[src/rtl/disp_pkg.sv]
// Shared constants for the display conditioning stage.
// Digit indices, nibble positions and blink defaults.
package disp_pkg;

    localparam int NUM_DIGITS = 4;
    localparam int DIG_W      = 4;

    localparam int DIG3 = 3;
    localparam int DIG2 = 2;
    localparam int DIG1 = 1;
    localparam int DIG0 = 0;

    localparam int NIB3_LSB = DIG3 * DIG_W;
    localparam int NIB2_LSB = DIG2 * DIG_W;
    localparam int NIB1_LSB = DIG1 * DIG_W;
    localparam int NIB0_LSB = DIG0 * DIG_W;

    localparam logic BLANK_ON = 1'b1;

    localparam int DEFAULT_HALF_PERIOD = 12_500_000;

endpackage

[src/rtl/blink_prescaler.sv]
// Blink half-period prescaler with phase flag.
// A restart forces the ON phase and clears the count.
module blink_prescaler
    import disp_pkg::*;
#(
    parameter int HALF_PERIOD = DEFAULT_HALF_PERIOD
) (
    input  logic clk,
    input  logic rst_n,
    input  logic restart,
    output logic phase,
    output logic phase_next
);

    localparam int CNT_W =
        (HALF_PERIOD > 1) ? $clog2(HALF_PERIOD) : 1;
    localparam logic [CNT_W-1:0] TC = CNT_W'(HALF_PERIOD - 1);

    logic [CNT_W-1:0] cnt;
    logic [CNT_W-1:0] cnt_next;

    // Restart takes priority over a coincident terminal count.
    always_comb begin
        cnt_next   = cnt + CNT_W'(1);
        phase_next = phase;
        if (restart) begin
            cnt_next   = '0;
            phase_next = 1'b1;
        end else if (cnt == TC) begin
            cnt_next   = '0;
            phase_next = ~phase;
        end
    end

    always_ff @(posedge clk or negedge rst_n) begin
        if (!rst_n) begin
            cnt   <= '0;
            phase <= 1'b1;
        end else begin
            cnt   <= cnt_next;
            phase <= phase_next;
        end
    end

endmodule

[src/rtl/disp_blink_mod.sv]
// Registers the BCD digit word and builds the per-digit blank
// vector from blink selection and leading-zero suppression.
module disp_blink_mod
    import disp_pkg::*;
#(
    parameter int HALF_PERIOD = DEFAULT_HALF_PERIOD
) (
    input  logic        clk,
    input  logic        rst_n,
    input  logic [15:0] digits_in,
    input  logic [3:0]  blink_mask,
    input  logic        lz_en,
    output logic [15:0] digits_out,
    output logic [3:0]  blank,
    output logic        phase
);

    logic [3:0] mask_q;
    logic [3:0] lz;
    logic [3:0] blank_next;
    logic       restart;
    logic       phase_next;

    assign restart = (blink_mask != mask_q);

    blink_prescaler #(
        .HALF_PERIOD (HALF_PERIOD)
    ) u_prescaler (
        .clk        (clk),
        .rst_n      (rst_n),
        .restart    (restart),
        .phase      (phase),
        .phase_next (phase_next)
    );

    // Zero suppression runs left to right and never reaches digit 0.
    always_comb begin
        lz       = '0;
        lz[DIG3] = lz_en
                 & (digits_in[NIB3_LSB +: DIG_W] == '0);
        lz[DIG2] = lz[DIG3]
                 & (digits_in[NIB2_LSB +: DIG_W] == '0);
        lz[DIG1] = lz[DIG2]
                 & (digits_in[NIB1_LSB +: DIG_W] == '0);
        lz[DIG0] = 1'b0;
    end

    always_comb begin
        blank_next = '0;
        for (int i = 0; i < NUM_DIGITS; i++) begin
            blank_next[i] =
                ((blink_mask[i] & ~phase_next) | lz[i])
                ? BLANK_ON : ~BLANK_ON;
        end
    end

    always_ff @(posedge clk or negedge rst_n) begin
        if (!rst_n) begin
            mask_q     <= '0;
            digits_out <= '0;
            blank      <= '0;
        end else begin
            mask_q     <= blink_mask;
            digits_out <= digits_in;
            blank      <= blank_next;
        end
    end

endmodule
[config.mk]
export PLATFORM = sky130hd
export DESIGN_NAME = disp_blink_mod
export DESIGN_NICKNAME = d
export VERILOG_FILES = /design/src/rtl/disp_pkg.sv /design/src/rtl/blink_prescaler.sv /design/src/rtl/disp_blink_mod.sv
export SDC_FILE = /design/constraint.sdc
export NUM_CORES = 1
export LEC_CHECK = 0
export ABC_AREA = 1
export BUFFER_PORTS_ARGS = -buffer_cell sky130_fd_sc_hd__buf_2
export CELL_PAD_IN_SITES_DETAIL_PLACEMENT = 1
export CELL_PAD_IN_SITES_GLOBAL_PLACEMENT = 1
export CORE_MARGIN = 3
export CORE_UTILIZATION = 38
export CTS_BUF_LIST = sky130_fd_sc_hd__clkbuf_4
export CTS_CLUSTER_SIZE = 14
export DETAILED_ROUTE_END_ITERATION = 12
export PLACE_DENSITY = 0.82
export SYNTH_ARGS = -nofsm -noshare
export SYNTH_HDL_FRONTEND = slang
export SYNTH_SLANG_ARGS = --single-unit
[constraint.sdc]
create_clock -name clk -period 1.35 [get_ports clk]
set_input_delay 0.27 -clock clk [delete_from_list [all_inputs] [get_ports clk]]
set_output_delay 0.27 -clock clk [all_outputs]
set_load 0.01 [all_outputs]
* Word level (Yosys, flattened, before mapping)
Index checks and enable logic that the tools add are counted.
Storage, ports and cells: output and inout bits 21, logic and storage cells 31, register bits 49, input bits 23
Operators by class: bitwise operators 12, $add $sub $neg 1, equal/unequal tests 2, reduce and logical (&&, ||, !) cells 3, multiplexer cells 8
Operators with widths (number):
- $mux W24 | 2
- $add A24 B1 Y24 const B | 1
- $eq A24 B24 Y1 const B | 1
- $logic_not A4 Y1 | 3
- $and A1 B1 Y1 | 7
- $mux W1 | 6
- $ne A4 B4 Y1 | 1
- $or A1 B1 Y1 | 3
- $not A1 Y1 | 2

* Logic depth before layout (Yosys ltp)
Gate-level depths: netlist (run 1).
depth in word-level cells 7, gate-level depth with buffers 10

* Hierarchy
A second synthesis (run 1) with hierarchy kept.
Unflattened totals: cells, all modules 232, area, all modules 2184.6 µm²
By module, submodules not included:
- blink_prescaler | cells an instance 178, times used 1, area an instance 1441.4 µm²
- disp_blink_mod | cells an instance 54, times used 1, area an instance 743.2 µm²

* Least setup slack after synthesis (run 1)
Ideal clock, no wire load.
path type register -> register, start point register u_prescaler.cnt[0], end point register u_prescaler.cnt[11], stages on the path, launching flop included 11, arrival 1.268 ns, setup slack -0.040 ns, library setup time 0.122 ns, path through dfrtp_1 ha_1 nand3_2 inv_1 nand2_1 nor2_2 nand2_2 nand2_4 inv_6 o21ai_0 nor2_1
Between the ends: word-level cells in the longest chain between the ends 3
RTL lines:
- from (decl) | RTL line blink_prescaler.sv:19 | logic [CNT_W-1:0] cnt;
- from (signal assigned) | RTL line blink_prescaler.sv:40 | cnt <= cnt_next;
- $add A24 B1 Y24 / $eq A24 B24 Y1 (equally long branches) | RTL line blink_prescaler.sv:24, blink_prescaler.sv:29
- $mux W24 (*) | RTL line blink_prescaler.sv:29 | end else if (cnt == TC) begin
- $mux W24 (*) | RTL line blink_prescaler.sv:26 | if (restart) begin
- named net u_prescaler.cnt_next[11] | RTL line blink_prescaler.sv:20 | logic [CNT_W-1:0] cnt_next;
Mark *: on every way through the listed nets, which the timed path passes. The rest lies on a longest branch.

* Worst setup path in the final report (run 1)
start point register u_prescaler.cnt[2], end point register u_prescaler.cnt[18]
The elaborated chain is that of the path after synthesis.

==> results of run 1 <==
## per-stage QoR
step                total power [mW]  util, %  cell area [sq um]  setup slack [ns]
floorplan                       1.59        -               2230          -0.00216
global placement                1.71     50.8               2830           -0.0751
detailed placement              1.72     50.8               2830            -0.173
CTS                             2.71     57.8               3220            -0.169
global route                    2.85     61.1               3410            -0.339
finish                          2.75     61.1               3410            -0.239
## final timing paths
kind                                     start                   to  slack, ns  cells after the start
min in group asynchronous                rst_n   u_prescaler.cnt[7]       0.36                      3
max in group asynchronous                rst_n    u_prescaler.phase       0.70                      3
min reg2reg                u_prescaler.cnt[22]  u_prescaler.cnt[22]       0.58                      2
max                         u_prescaler.cnt[2]  u_prescaler.cnt[18]      -0.24                      9
max reg2reg                 u_prescaler.cnt[2]  u_prescaler.cnt[18]      -0.24                      9
min                              blink_mask[3]            mask_q[3]       0.04                      1
## synthesized netlist by cell type, drive strengths merged
cell    number
a21oi        1
ha           1
nand3       14
a211oi       2
or2          1
inv         34
nor2        59
dfrtp       48
nand4        5
xnor2        4
nor4         2
dfstp        1
nor3b        1
xor2         5
o21ai        6
nand2       59
nor3        13
## layout make-up
cell class	instances	area [sq um]	share of cell area, %
multi-input combinational	173	1070	31.3
timing repair inverter	1	11.3	0.330
clock inverter	3	50.0	1.47
sequential	49	1230	36.2
tap	72	90.1	2.64
inverter	34	140	4.11
timing repair buffer	107	779	22.9
clock buffer	5	37.5	1.10
## repair_timing
item                       in CTS  in global routing
cloned                          1                  0
pin swaps                       7                 21
hold buffers                   17                  0
gates resized for setup        25                 50
buffers inserted                6                  4
setup endpoints to repair      29                 30
hold endpoints to repair       64                  0
## cell usage in the layout, fill, tap and decap left out, types with 2 or more instances in the layout
cell type,synthesis,final
inv_8,0,3
dfrtp_2,0,5
buf_4,0,41
inv_2,1,4
o21ai_2,2,6
nor3_2,0,2
dlygate4sd3_1,0,17
buf_2,0,42
nand2_4,1,4
nand4_1,5,5
nand2_1,55,41
clkbuf_4,0,5
nand2_2,3,13
xnor2_2,0,3
xor2_1,5,5
dfrtp_1,48,43
buf_6,0,5
nor2_1,53,43
nand3_2,2,7
a211oi_2,0,2
nor2_4,2,5
nor3_1,12,10
nor2_2,4,11
nor4_1,2,2
inv_1,32,28
nand3_1,12,6
## power breakdown
part / internal, mW / total (mW) / switching [mW]
combinational: 0.121 / 0.262 / 0.141
sequential: 1.50 / 1.52 / 0.0154
clock: 0.407 / 0.977 / 0.570
## registers in the layout, indices dropped and copies added (netlist names)
register,flops
blank,4
u_prescaler.phase,1
digits_out,16
u_prescaler.cnt,24
mask_q,4
## logic make-up (layout without fill, tap and decap cells)
logic type | Yosys count | count (layout) | share of synthesized area [%]
xor gates and xnor gates | 9 | 9 | 3.57
and+or+nand+nor | 154 | 154 | 31.6
adders and majority gates | 1 | 1 | 0.567
DFF | 49 | 49 | 55.6
AOI/OAI and AO/OA | 9 | 9 | 2.61
buffers and inverters | 34 | 150 | 6.01
## routing by layer
metal  routed length (um)  part of all wire [%]  track usage (%)  vias to the layer above
met3                  566                   6.3             6.83                       29
li1                     -                     -                -                     1033
met1                 3370                    38             29.2                     1115
met4                  305                   3.4             6.48                        0
met5                    0                     0                0                        -
met2                 4730                    53             47.0                       91
## critical path: cells and delay by family, from the launching register on
| family | cells | cell delay, ns |
|---|---|---|
| and+or+nand+nor | 7 | 0.76 |
| DFF | 1 | 0.48 |
| buffers and inverters | 2 | 0.28 |
==> results.py, run 1 <==
metrics = {
    "setup_path": {
        "crit_fanout": 5,
        "cp.required_ns": 1.68,
        "crit_path_max_incr_delay_ns": 0.48,
        "crit_top_cell": "nand2_2",
        "crit_slowest_cell": "dfrtp_1",
        "crit_arrival_ns": 1.91,
        "crit_path_end_kind": "flop",
        "setup.worst_path.start_class": "flop",
        "critical_path_class": "flop to flop",
        "path_cells": "buf_4, nand3_4, nor2_4, nand2_2, inv_2, nand4_1, nand2_1, nand2_2, nor2_1",
    },
    "floorplan": {
        "floorplan.io_pins": 44,
        "placementRows": 27,
        "die-width_um": 82.2,
        "initial_core_util_pct": 39.6,
        "coreArea_sq_um": 5570,
        "die_h_um": 82.2,
        "dieArea_sq_um": 6760,
    },
    "cts": {
        "cts_tree": "built",
        "cts_buffer_depth": 2,
        "path_clk_slew_ns": 0.17,
        "cts_root_buf": "clkbuf_4",
        "htree_levels": 2,
        "cts_sinks": 49,
        "insertion_delay_ns": 0.40,
        "cts_made_buffers": 5,
    },
    "logic_synthesis": {
        "synth_top_area_share_pct": 54.5,
        "syn-num-nets": 280,
        "synth_top_area_cell": "dfrtp_1",
        "syn_area_per_cell_sq_um": 8.62,
        "yosys_warnings": 0,
        "synth.area.top_cells": "dfrtp_1, nand2_1, nor2_1",
        "ys_seq_elements": 49,
        "syn_inst": 256,
        "synth_cell_types": 27,
        "yosysSeqAreaShare_pct": 55.6,
        "syn_area_sq_um": 2210,
    },
    "sta": {
        "fin_setup_tns_ns": -4.77,
        "finalHoldViolations": 0,
        "finalCritPeriodShare_pct": 118,
        "period_minus_slack_ns": 1.59,
        "maxSlewHeadroom_pct": 79.0,
        "worstMarginPinSlew_ns": 0.313,
        "slew_violations": 0,
        "finClkSkew_ns": 0.0150,
        "rsz0062_at_grt": "true",
        "timing.fmax_ghz": 0.629,
        "whs_ns": 0.0419,
        "setup_viol": 28,
        "setup_ws_ns": -0.239,
    },
    "drt": {
        "drt-total-wl_um": 8970,
        "drt_iter0_markers": 133,
        "viasPerCell": 5.11,
        "drc": 0,
        "first_pass_iters": 4,
        "num_vias": 2268,
        "ant_nets": 0,
        "routedWlPerCell_um": 20.2,
    },
    "cells_and_area": {
        "n_fill_cell": 647,
        "final_cells": 444,
        "drive_above_1_share_pct": 46.0,
        "nets": 395,
        "antennaDiodeCount": 0,
        "syn_to_final_growth_pct": 54.5,
    },
    "global_routing": {
        "grt_pass1_vias": 2488,
        "groute.usage.overall_pct": 25.6,
        "gr-total-overflow": 0,
        "grt_pass1_wl_um": 12700,
        "antenna_found_initial": 0,
        "grt_start_max_net_pins": 50,
    },
    "pwr": {
        "p_leak_nw": 1.62,
        "pwr_density_cell_nw_per_um2": 808,
        "peakVddDrop_uv": 616,
    },
    "placement": {
        "port_buffers": 43,
        "place_inst": 409,
        "place.gp.congestion": 0.904,
        "dpl.hpwl_um": 5070,
    },
    "outcome": {
        "violations": "setup timing",
        "outcome": "finished, violations left",
    },
    "hold_path": {
        "min_path_type": "input pin to flop",
    },
    "job": {
        "max_cap_viol_count": 0,
    },
}
Power figures use the tool's default switching activity.
==> run 2: changes to the inputs <==
--- a/config.mk
+++ b/config.mk
@@ -15,6 +15,7 @@
 export CTS_CLUSTER_SIZE = 14
 export DETAILED_ROUTE_END_ITERATION = 12
 export PLACE_DENSITY = 0.82
+export SETUP_SLACK_MARGIN = 0.5
 export SYNTH_ARGS = -nofsm -noshare
 export SYNTH_HDL_FRONTEND = slang
 export SYNTH_SLANG_ARGS = --single-unit
==> run 2 against run 1 <==
Compared with the run above: combinational power about the same; clock power fell by 24%; the flow still finishes with violations (setup timing); first-iteration DRC count shrank 22%; clock-buffer cell count stayed put; critical path depth shrank 3; die area did not move; design area grew 0.77%; sequential share of layout area shrank 0.31 points; total power shrank 8.3%; setup slack lost 0.012 ns; register-to-register slack is essentially flat.
==> results.py, run 2 (synthesized netlist as in run 1, its figures left out) <==
metrics = {
    "outcome": {
        "outcome": "finished, violations left",
        "violations": "setup timing",
    },
    "cells_and_area": {
        "drive_above_1_share_pct": 45.5,
        "largest-register": "u_prescaler.cnt",
        "mostFrequentLayoutCells": "dfrtp_1, nand2_1, buf_4, nor2_1, buf_2",
        "nets": 392,
        "final_cells": 441,
        "n_fill_cell": 639,
        "syn_to_final_growth_pct": 55.7,
        "layout_commonest_cell": "dfrtp_1",
        "post-route-cell-area_sq_um": 3430,
        "largest_reg_flops": 24,
        "antennaDiodeCount": 0,
        "final_core_util_pct": 61.6,
        "largestRegisters": "u_prescaler.cnt x24, digits_out x16",
    },
    "global_routing": {
        "grt_pass1_vias": 2282,
        "antenna_found_initial": 0,
        "grt_start_max_net_pins": 50,
        "grt_pass1_wl_um": 11400,
        "gr-total-overflow": 0,
        "groute.usage.overall_pct": 23.1,
    },
    "pwr": {
        "switchingPower_mw": 0.689,
        "power.total_mw": 2.53,
        "p_int_mw": 1.84,
        "p_leak_nw": 1.60,
        "p_clk_share_pct": 29.4,
        "peakVddDrop_uv": 634,
        "p_sw_share_pct": 27.3,
        "pwr_density_cell_nw_per_um2": 735,
        "p_comb_share_pct": 10.4,
        "p_seq_share_pct": 60.2,
    },
    "drt": {
        "num_vias": 2240,
        "drc": 0,
        "first_pass_iters": 4,
        "routedWlPerCell_um": 20.3,
        "ant_nets": 0,
        "viasPerCell": 5.08,
        "drt_iter0_markers": 104,
        "drt-total-wl_um": 8960,
    },
    "sta": {
        "worstMarginPinSlew_ns": 0.451,
        "finalCritPeriodShare_pct": 119,
        "slew_violations": 0,
        "setup_viol": 27,
        "setup_ws_ns": -0.251,
        "finalHoldViolations": 0,
        "rsz0062_at_grt": "true",
        "period_minus_slack_ns": 1.60,
        "maxSlewHeadroom_pct": 69.6,
        "finClkSkew_ns": 0.0110,
        "timing.fmax_ghz": 0.625,
        "whs_ns": 0.0404,
        "fin_setup_tns_ns": -4.47,
    },
    "placement": {
        "dpl_worst_slack_ns": -0.193,
        "place_inst": 407,
        "port_buffers": 43,
        "dpl.hpwl_um": 4980,
        "dpl_cell_area_sq_um": 2830,
        "place.gp.congestion": 0.855,
    },
    "cts": {
        "cts_made_buffers": 5,
        "cts_buffer_depth": 2,
        "htree_levels": 2,
        "path_clk_slew_ns": 0.17,
        "insertion_delay_ns": 0.38,
        "cts_tree": "built",
        "cts_root_buf": "clkbuf_4",
        "cts_sinks": 49,
    },
    "setup_path": {
        "crit_path_start": "u_prescaler.cnt[0]",
        "critical_path_class": "flop to flop",
        "reg2reg_to": "u_prescaler.cnt[20]",
        "cp.required_ns": 1.62,
        "setup.worst_path.start_class": "flop",
        "crit_path_end_kind": "flop",
        "crit_end": "u_prescaler.cnt[20]",
        "crit_fanout": 4,
        "crit-reg2reg-launch": "u_prescaler.cnt[0]",
        "crit_arrival_ns": 1.87,
        "reg2reg_slack_ns": -0.25,
        "reg2reg_depth": 6,
    },
    "floorplan": {
        "placementRows": 27,
        "floorplan.io_pins": 44,
        "die_h_um": 82.2,
        "coreArea_sq_um": 5570,
        "die-width_um": 82.2,
        "initial_core_util_pct": 39.6,
        "dieArea_sq_um": 6760,
    },
    "job": {
        "max_cap_viol_count": 0,
    },
    "hold_path": {
        "min_path_type": "input pin to flop",
    },
}
-- run 2: changes by cell type in the layout (fill, tap and decap cells not counted), sizes merged --
cell / before / now
bufinv: 1 / 0
buf: 90 / 88
clkinv: 1 / 2
dlygate4sd3: 17 / 16
-- run 2: final cells by class --
class | count | area, sq um | share of cell area, %
Clock buffer | 5 | 37.5 | 1.09
Clock inverter | 3 | 21.3 | 0.619
Inverter | 34 | 138 | 4.01
Multi-Input combinational cell | 173 | 1080 | 31.5
Sequential cell | 49 | 1230 | 35.9
Tap cell | 72 | 90.1 | 2.62
Timing Repair Buffer | 104 | 822 | 23.9
Timing Repair inverter | 1 | 11.3 | 0.328
-- run 2: how the worst min path moves through the flow --
| stage | start | to | slack [ns] | cells past startpoint |
|---|---|---|---|---|
| floorplan | rst_n | blank[0] | -0.03 | 0 |
| CTS | digits_in[11] | digits_out[11] | 0.0002 | 1 |
| global route | blink_mask[2] | mask_q[2] | 0.02 | 1 |
| global placement | rst_n | u_prescaler.cnt[17] | 0.28 | 2 |
| detailed placement | rst_n | u_prescaler.cnt[18] | 0.28 | 2 |
| finish | blink_mask[2] | mask_q[2] | 0.04 | 1 |
-- run 2: layer usage --
layer / vias up / GRT usage (%) / wire [um]
met1: 1113 / 26.1 / 3240
met2: 82 / 41.5 / 4810
met5: - / 0 / 0
met3: 23 / 5.97 / 565
li1: 1022 / - / -
met4: 0 / 8.31 / 349
-- run 2: worst max-delay path, stage by stage (launching register included) --
cell	delay [ns]
dfrtp_2	0.48
ha_4	0.17
nand3_4	0.10
nor2_4	0.15
nand4_1	0.20
nor3_1	0.29
nor2_1	0.09
-- run 2: timing repair --
| item | CTS | global route |
|---|---|---|
| cloned | 1 | 0 |
| endpoints found under the hold margin | 53 | 10 |
| buffers inserted | 5 | 4 |
| endpoints found under the setup margin | 50 | 50 |
| pin swaps | 15 | 8 |
| hold buffers | 6 | 10 |
| gates resized for setup | 31 | 50 |
-- run 2: power by group through the flow --
stage	registers [mW]	logic [mW]	clock network [mW]
after floorplan	1.55	0.0360	0
after global placement	1.54	0.168	0
after detailed placement	1.54	0.174	0
after CTS	1.51	0.205	0.752
after global routing	1.52	0.282	0.828
final	1.52	0.262	0.744
